## src/rtl/div_clk_pkg.sv

```systemverilog
// Shared state encodings and limits for the programmable clock divider.
// Optional tick output is enabled by defining DIV_CLK_TICK_EN.
package div_clk_pkg;

  typedef enum logic [1:0] {
    ST_STOP  = 2'd0,
    ST_RUN   = 2'd1,
    ST_PEND  = 2'd2,
    ST_DRAIN = 2'd3
  } div_st_e;

  localparam int MIN_DIV = 2;

endpackage

```

## src/rtl/div_clk_odd_fix.sv

```systemverilog
// Negedge retime of the posedge phase flop and even/odd output select.
// Odd ratios AND the two phases so the high time is exactly N/2 clk periods.
module div_clk_odd_fix (
  input  logic clk,
  input  logic rst_n,
  input  logic pos_q,
  input  logic odd,
  output logic clk_out
);

  logic neg_d, neg_q;

  always_comb neg_d = pos_q;

  always_ff @(negedge clk or negedge rst_n) begin
    if (!rst_n) neg_q <= 1'b0;
    else        neg_q <= neg_d;
  end

  // Both mux inputs are flop outputs; clk itself never reaches clk_out.
  always_comb clk_out = odd ? (pos_q & neg_q) : pos_q;

endmodule

```

## src/rtl/div_clk_prog.sv

```systemverilog
// Runtime-programmable 50%-duty clock divider with glitch-free reload and start/stop.
// Define DIV_CLK_TICK_EN to add the tick clock-enable output.
module div_clk_prog
  import div_clk_pkg::*;
#(
  parameter int CNT_W   = 8,
  parameter int DEF_DIV = 4
) (
  input  logic             clk,
  input  logic             rst_n,
  input  logic             en,
  input  logic [CNT_W-1:0] div_val,
  input  logic             div_load,
  output logic             load_ack,
  output logic             cfg_err,
  output logic             clk_out
`ifdef DIV_CLK_TICK_EN
  ,
  output logic             tick
`endif
);

  localparam logic [CNT_W-1:0] DEF_R = CNT_W'(DEF_DIV);
  localparam logic [CNT_W-1:0] MIN_R = CNT_W'(MIN_DIV);
  localparam logic [CNT_W-1:0] ONE   = CNT_W'(1);

  div_st_e          state_q, state_d;
  logic [CNT_W-1:0] cnt_q, cnt_d;
  logic [CNT_W-1:0] div_cur_q, div_cur_d;
  logic [CNT_W-1:0] pend_val_q, pend_val_d;
  logic             pend_q, pend_d;
  logic             pos_q, pos_d;
  logic             load_ack_q, load_ack_d;
  logic             cfg_err_q, cfg_err_d;

  logic             bad_val, wrap, run;
  logic [CNT_W-1:0] ld_val, hi_len;

  always_comb begin
    bad_val = div_load && (div_val < MIN_R);
    ld_val  = (div_val < MIN_R) ? MIN_R : div_val;
    wrap    = (cnt_q == (div_cur_q - ONE));
  end

  always_comb begin
    state_d    = state_q;
    cnt_d      = cnt_q;
    div_cur_d  = div_cur_q;
    pend_d     = pend_q;
    pend_val_d = pend_val_q;
    load_ack_d = 1'b0;
    cfg_err_d  = cfg_err_q | bad_val;
    run        = 1'b0;

    if (state_q == ST_STOP) begin
      cnt_d  = '0;
      pend_d = 1'b0;
      // A reload that arrived on the stopping boundary lands here; a fresh load wins.
      if (div_load) begin
        div_cur_d  = ld_val;
        load_ack_d = 1'b1;
      end else if (pend_q) begin
        div_cur_d  = pend_val_q;
        load_ack_d = 1'b1;
      end
      if (en) begin
        state_d = ST_RUN;
        run     = 1'b1;
      end
    end else begin
      if (wrap) begin
        cnt_d = '0;
        if (pend_q) begin
          div_cur_d  = pend_val_q;
          load_ack_d = 1'b1;
          pend_d     = 1'b0;
        end
        run = en;
      end else begin
        cnt_d = cnt_q + ONE;
        run   = 1'b1;
      end
      // Loads seen on a boundary queue for the following boundary (last wins).
      if (div_load) begin
        pend_d     = 1'b1;
        pend_val_d = ld_val;
      end
      if (!run)        state_d = ST_STOP;
      else if (!en)    state_d = ST_DRAIN;
      else if (pend_d) state_d = ST_PEND;
      else             state_d = ST_RUN;
    end

    // High phase is ceil(N/2) posedge cycles; the odd fixup trims half a cycle.
    hi_len = div_cur_d - (div_cur_d >> 1);
    pos_d  = run && (cnt_d < hi_len);
  end

  always_ff @(posedge clk or negedge rst_n) begin
    if (!rst_n) begin
      state_q    <= ST_STOP;
      cnt_q      <= '0;
      div_cur_q  <= DEF_R;
      pend_q     <= 1'b0;
      pend_val_q <= DEF_R;
      pos_q      <= 1'b0;
      load_ack_q <= 1'b0;
      cfg_err_q  <= 1'b0;
    end else begin
      state_q    <= state_d;
      cnt_q      <= cnt_d;
      div_cur_q  <= div_cur_d;
      pend_q     <= pend_d;
      pend_val_q <= pend_val_d;
      pos_q      <= pos_d;
      load_ack_q <= load_ack_d;
      cfg_err_q  <= cfg_err_d;
    end
  end

  assign load_ack = load_ack_q;
  assign cfg_err  = cfg_err_q;

  div_clk_odd_fix u_odd_fix (
    .clk     (clk),
    .rst_n   (rst_n),
    .pos_q   (pos_q),
    .odd     (div_cur_q[0]),
    .clk_out (clk_out)
  );

`ifdef DIV_CLK_TICK_EN
  logic tick_d, tick_q;

  // First cycle of every running period; pos_d is already low whenever stopped.
  always_comb tick_d = pos_d && (cnt_d == '0);

  always_ff @(posedge clk or negedge rst_n) begin
    if (!rst_n) tick_q <= 1'b0;
    else        tick_q <= tick_d;
  end

  assign tick = tick_q;
`endif

endmodule
```

## config.mk

```make
export PLATFORM = sky130hd
export DESIGN_NAME = div_clk_prog
export DESIGN_NICKNAME = d
export VERILOG_FILES = /design/src/rtl/div_clk_pkg.sv /design/src/rtl/div_clk_odd_fix.sv /design/src/rtl/div_clk_prog.sv
export SDC_FILE = /design/constraint.sdc
export NUM_CORES = 1
export LEC_CHECK = 0
export CORE_MARGIN = 2
export CORE_UTILIZATION = 25
export CTS_BUF_LIST = sky130_fd_sc_hd__clkbuf_4 sky130_fd_sc_hd__clkbuf_8
export DETAILED_ROUTE_END_ITERATION = 16
export PLACE_DENSITY_LB_ADDON = 0.2
export SLEW_MARGIN = 20
export SYNTH_ARGS = -nofsm -noshare
export SYNTH_HDL_FRONTEND = slang
export SYNTH_SLANG_ARGS = --single-unit
```

## constraint.sdc

```tcl
create_clock -name clk -period 5.6 [get_ports clk]
set_clock_uncertainty 0.05 [all_clocks]
set_input_delay 1.68 -clock clk [delete_from_list [all_inputs] [get_ports clk]]
set_output_delay 1.68 -clock clk [all_outputs]
set_load 0.05 [all_outputs]
```

==> metrics.txt, run 1 <==
Synth area leader=dfrtp_1; Power Density=658 mW/mm²; Die ar.=0.00958 mm²; clock transition at the registers of the reported paths=0.07 ns; synthesized area=0.00220 mm²; main combinational cell family by area after synthesis=multiplexers; Yosys cell types=45; chip height=97.9 µm; RSZ-0062 raised after global routing=false; Hold Startpoint=cfg_err; Worst Hold Depth=1; post-synthesis compound-gate area fraction=0.141; post-synth top area share=0.318; Synth Area in Adders=0.0999; layout net count=275; ys async rst share=1.00; H-tree levels=2; largest net degree at the start of global routing=31; final hold viol count=0; biggest cell delay along the critical path=0.39 ns; die width=97.9 µm; hpwl dp=4070 µm; number of synthesis warnings=0; crit-path leading delay family=flip-flops; outcome=completed; Mapped Nets=249; Final Setup Violations=0; first-pass GRT wire length=8800 µm; mux contribution to synthesized area=0.148; number of flops mapped to enable cells by yosys=0; CP Buf/Inv Count=1; Tot GR Track Use=0.115; synthesized flop and latch total=31; fillcell total=903; ratio of cells with drive above 1 in the final layout=0.194; CP max stage cell=dfrtn_1; starting density of the core=0.255; CTS tree=built; initial antenna violation count=0; vias in the first global route=1711; Vias/cell=4.72; Worst Setup End Kind=output port; critical path cell sequence=o21a_1, buf_12; wire per inst=14.8 µm; total CTS buffers=5; gr ovfl total=0; r2r startpoint=div_cur_q[0]; max-cap violations=0; Buffers on Ports=14; Area Overhead vs Synth=21.3%; worst path required time=3.87 ns; placer congestion estimate=0.775; crit path from=u_odd_fix.neg_q; critical path type=flop to output port; CP Max Fanout=1; Lkg Pwr=1.24 nW; prevailing post-synth register cell=dfrtp_1; Area contributors post-synth=dfrtp_1 32%, ha_1 9.1%, mux2i_1 8.6%; ANT cells=0; core area=0.00864 mm²; Slew Limit Headroom=0.605; sequential area share after synthesis=0.353; Worst Path Arrival=3.78 ns; CTS Sinks=31; I/O Pins=15; top cells by count, synth=28 x dfrtp_1, 23 x nor2_1, 19 x mux2i_1, 16 x ha_1, 15 x a21oi_1; Avg Inst Size Synth=10.0 µm²; root buf cell=clkbuf_8; final slew viol count=0; worst-skew pair later-pin latency=0.28 ns; dpl cell area=0.00251 mm²; Hold Path Sink=cfg_err; cts hold-fix bufs=0; CP Launch Type=flop; row cnt=34; Max Root-Sink Buffers=2; Hold WC Path Type=flop to flop; simple-gate share of the synthesized area=0.125; R2R Path End=pos_q; Post-Syn Instances=220; WL final=5240 µm; slew of the pin with the lowest slew margin=0.592 ns; utilization after layout=0.309; VDD IR max=0.196 mV; top-count cell post-synth=dfrtp_1; Vias=1677; Starting DRT DRC Count=83; 1st-pass router iterations=4; post-route cell area=0.00267 mm²; Post-Synth XOR/XNOR Area=0.0914; R2R depth=21; Reg2Reg Setup Slack=0.74 ns; DRC errors left=0; Final ANT Viol Nets=0
==> kinds of logic after synthesis <==
logic type / count (synthesis)
simple gates: 56
xor+xnor: 23
mux: 31
buf+inv: 15
flops: 31
compound gates: 47
fa+ha+maj: 17
==> per-layer routing <==
| metal | wire (µm) | GRT usage |
|---|---|---|
| met4 | 91 | 0.0427 |
| met5 | 0 | 0 |
| met2 | 2500 | 0.182 |
| met1 | 2450 | 0.154 |
| met3 | 191 | 0.0279 |
==> worst max path at each step <==
| stage | to | slack (ns) | cells after the start |
|---|---|---|---|
| after floorplan | clk_out | 0.30 | 1 |
| after global placement | pos_q | -0.18 | 21 |
| after detailed placement | pos_q | -0.20 | 21 |
| after CTS | clk_out | 0.07 | 2 |
| after global routing | clk_out | 0.05 | 2 |
| final | clk_out | 0.09 | 2 |
==> repair_timing <==
item,in CTS,in global routing
gates resized for setup,0,18
setup buffers,0,1
endpoints found under the setup margin,0,1
==> registers in the layout, indices dropped and copies added (netlist names) <==
signal / count
cnt_q: 8
pend_q: 1
cfg_err: 1
div_cur_q: 8
pos_q: 1
load_ack: 1
u_odd_fix.neg_q: 1
pend_val_q: 8
state_q: 2
==> worst register-to-register path: stages, from the launching register on <==
cell,delay [ns]
dfrtp_1,0.43
inv_1,0.14
ha_1,0.21
nor3b_1,0.40
and3_1,0.25
o2111ai_1,0.18
nor3_4,0.47
mux2i_1,0.29
mux2_4,0.18
ha_2,0.17
inv_1,0.06
fa_2,0.38
a21o_1,0.19
a21oi_2,0.14
o21bai_1,0.07
a21oi_1,0.15
xor2_1,0.16
ha_1,0.26
a21o_1,0.17
a21oi_2,0.12
o21ai_1,0.07
a311oi_1,0.23
==> metrics by stage <==
stage          TNS [ns]  setup slack, ns  hold WS [ns]  std cells  total power [mW]
6_report              0           0.0878         0.411        355              1.76
5_1_grt               0           0.0472         0.441        355              1.95
4_1_cts               0           0.0683         0.417        354              1.74
3_5_place_dp     -0.203           -0.203         0.402        346              1.53
3_3_place_gp     -0.180           -0.180         0.405        346              1.52
2_1_floorplan         0            0.304         0.421        220              1.24
==> layout by cell type, fill, tap and decap left out, types with 3 or more instances in the layout <==
cell | netlist | final
clkbuf_8 | 2 | 7
dlymetal6s2s_1 | 0 | 4
xnor2_1 | 11 | 11
xor2_1 | 12 | 12
nor2_1 | 23 | 23
ha_1 | 16 | 15
dfrtp_1 | 28 | 28
clkdlybuf4s50_1 | 0 | 9
a21o_1 | 6 | 6
a21oi_1 | 15 | 13
a211oi_1 | 3 | 3
inv_1 | 8 | 8
and3_1 | 4 | 4
nand2_1 | 9 | 9
o21ai_0 | 10 | 6
buf_4 | 0 | 12
nand3_1 | 5 | 5
mux2i_1 | 19 | 19
mux2_2 | 12 | 11
==> report_power, final <==
group          internal, mW  total, mW  switching, mW
Combinational         0.552       1.13          0.581
Sequential            0.308      0.419          0.111
Clock                 0.117      0.206         0.0891
Total                 0.978       1.76          0.781
==> layout make-up <==
| class | instances | area (µm²) | area share |
|---|---|---|---|
| clock buffer | 8 | 104 | 0.0389 |
| inverter | 8 | 30.0 | 0.0112 |
| multi-input combinational | 174 | 1380 | 0.515 |
| sequential | 31 | 778 | 0.291 |
| tap | 108 | 135 | 0.0506 |
| timing repair buffer | 26 | 250 | 0.0936 |
Note: power is estimated with default switching activity, not from simulation.
==> inputs of run 2 (changes only) <==
- CTS_CLUSTER_SIZE: not set -> 25
- SETUP_SLACK_MARGIN: not set -> 0.02
- SKIP_CTS_REPAIR_TIMING: not set -> 1
==> results of run 2 <==
No change in the layout: final DEF, timing and power equal those of run 1.
==> inputs of run 3 (changes only) <==
- RECOVER_POWER: not set -> 25
- REMOVE_ABC_BUFFERS: not set -> 1
==> metrics.txt, run 3 (synthesis gave the netlist of run 1 again) <==
outcome=finished with violations; failing checks=capacitance limit, slew limit; final hold viol count=0 (unchanged); setup TNS=0 ns (unchanged); Worst Setup End Kind=output port; Tot GR Track Use=0.115 (-0.000852); CTS Sinks=31 (unchanged); ratio of cells with drive above 1 in the final layout=0.203 (+0.00892); row cnt=34 (unchanged); gr ovfl total=0 (unchanged); layout net count=274 (-0.36%); Reg2Reg Setup Slack=0.82 ns (+0.08 ns); clock transition at the registers of the reported paths=0.06 ns (about the same); hpwl dp=3980 µm (-2.1%); CP Launch Type=flop; Max Root-Sink Buffers=2 (unchanged); Hold Startpoint=cfg_err; first-pass GRT wire length=8720 µm (-0.94%); Buffers on Ports=14 (unchanged); DRC errors left=0 (unchanged); Final ANT Viol Nets=0 (unchanged); CP Max Fanout=1 (unchanged); Final Non-Filler Cells=354 (-0.28%); Comb power frac=0.656 (+0.012); Hold WC Path Type=flop to flop; Die ar.=0.00958 mm² (unchanged); r2r startpoint=div_cur_q[0]; P_sw=0.786 mW (+0.60%); Regs by FF count=cnt_q (8), div_cur_q (8), pend_val_q (8); Final Setup Violations=0 (unchanged); Area Overhead vs Synth=22.0%; Worst Path Arrival=3.78 ns (about the same); core area=0.00864 mm² (unchanged); die width=97.9 µm (unchanged); Vias=1657 (-1.2%); I/O Pins=15 (unchanged); Int Power=0.978 mW (about the same); worst path required time=3.87 ns (about the same); chip height=97.9 µm (unchanged); sw frac=0.445 (+0.00137); largest net degree at the start of global routing=31 (unchanged); CTS tree=built; total CTS buffers=5 (unchanged); initial antenna violation count=0 (unchanged); worst-skew pair later-pin latency=0.28 ns (about the same); clock power share=0.114 (-0.003); placer congestion estimate=0.798 (+3.0%); 1st-pass router iterations=4 (unchanged); commonest non-fill, non-tap cell in the layout=dfrtp_1; Inst Count DP=346 (unchanged); starting density of the core=0.255 (unchanged); WL final=5180 µm (-1.2%); Vias/cell=4.68 (-0.91%); most frequent cells in the layout=28 x dfrtp_1, 22 x nor2_1, 19 x mux2i_1; crit path from=u_odd_fix.neg_q; Power Density=656 mW/mm² (-0.31%); Lkg Pwr=1.24 nW (-0.37%); ANT cells=0 (unchanged); critical path type=flop to output port; Starting DRT DRC Count=41 (-51%); vias in the first global route=1722 (+0.64%); wire per inst=14.6 µm (-0.92%); RSZ-0062 raised after global routing=false; VDD IR max=0.144 mV (-27%); max-cap violations=1 (+1); H-tree levels=2 (unchanged); sequential share of power=0.230 (-0.009); Slew Limit Headroom=-0.147 (-0.753); slew of the pin with the lowest slew margin=1.72 ns (+1.13 ns); root buf cell=clkbuf_8; final slew viol count=31 (+31)
## run 3: layer usage
layer  global-route usage  share of wire
met5                    0              0
met4               0.0417          0.020
met3               0.0200          0.031
met2                0.187           0.47
met1                0.152           0.48
## run 3: final timing paths
check / end / cells past startpoint
min reg2reg: cfg_err / 1
max in group asynchronous: u_odd_fix.neg_q / 1
min: cfg_err / 1
max: clk_out / 2
max reg2reg: pos_q / 21
min in group asynchronous: state_q[1] / 2
## run 3: metrics by stage
step	hold WS [ns]	power, mW	worst slack (ns)	instance area [µm²]	utilization
finish	0.402	1.76	0.0932	2690	0.311
floorplan	0.421	1.23	0.304	2140	-
global placement	0.409	1.51	-0.166	2510	0.291
CTS	0.409	1.73	0.00117	2610	0.303
global route	0.417	1.95	0.0414	2690	0.311
detailed placement	0.394	1.52	-0.288	2510	0.291
## run 3: final cells by class
type                    instances  area [µm²]
fillers                       900        5950
multi-input cells             174        1400
clock buffers                   8         104
repair buffers                 25         239
well taps                     108         135
inverters                       8        30.0
flip-flops and latches         31         778
## run 3: worst max-delay path, cell delays in order (launching register included)
cell and delay, ns:
dfrtn_1 0.39, o21a_1 0.16, buf_12 0.14
## run 3: power groups by stage
stage	Sequential, mW	Combinational, mW	Clock [mW]
after global routing	0.420	1.31	0.223
after floorplan	0.395	0.837	0
after CTS	0.408	1.11	0.211
after detailed placement	0.412	1.11	0
final	0.405	1.16	0.202
after global placement	0.413	1.10	0
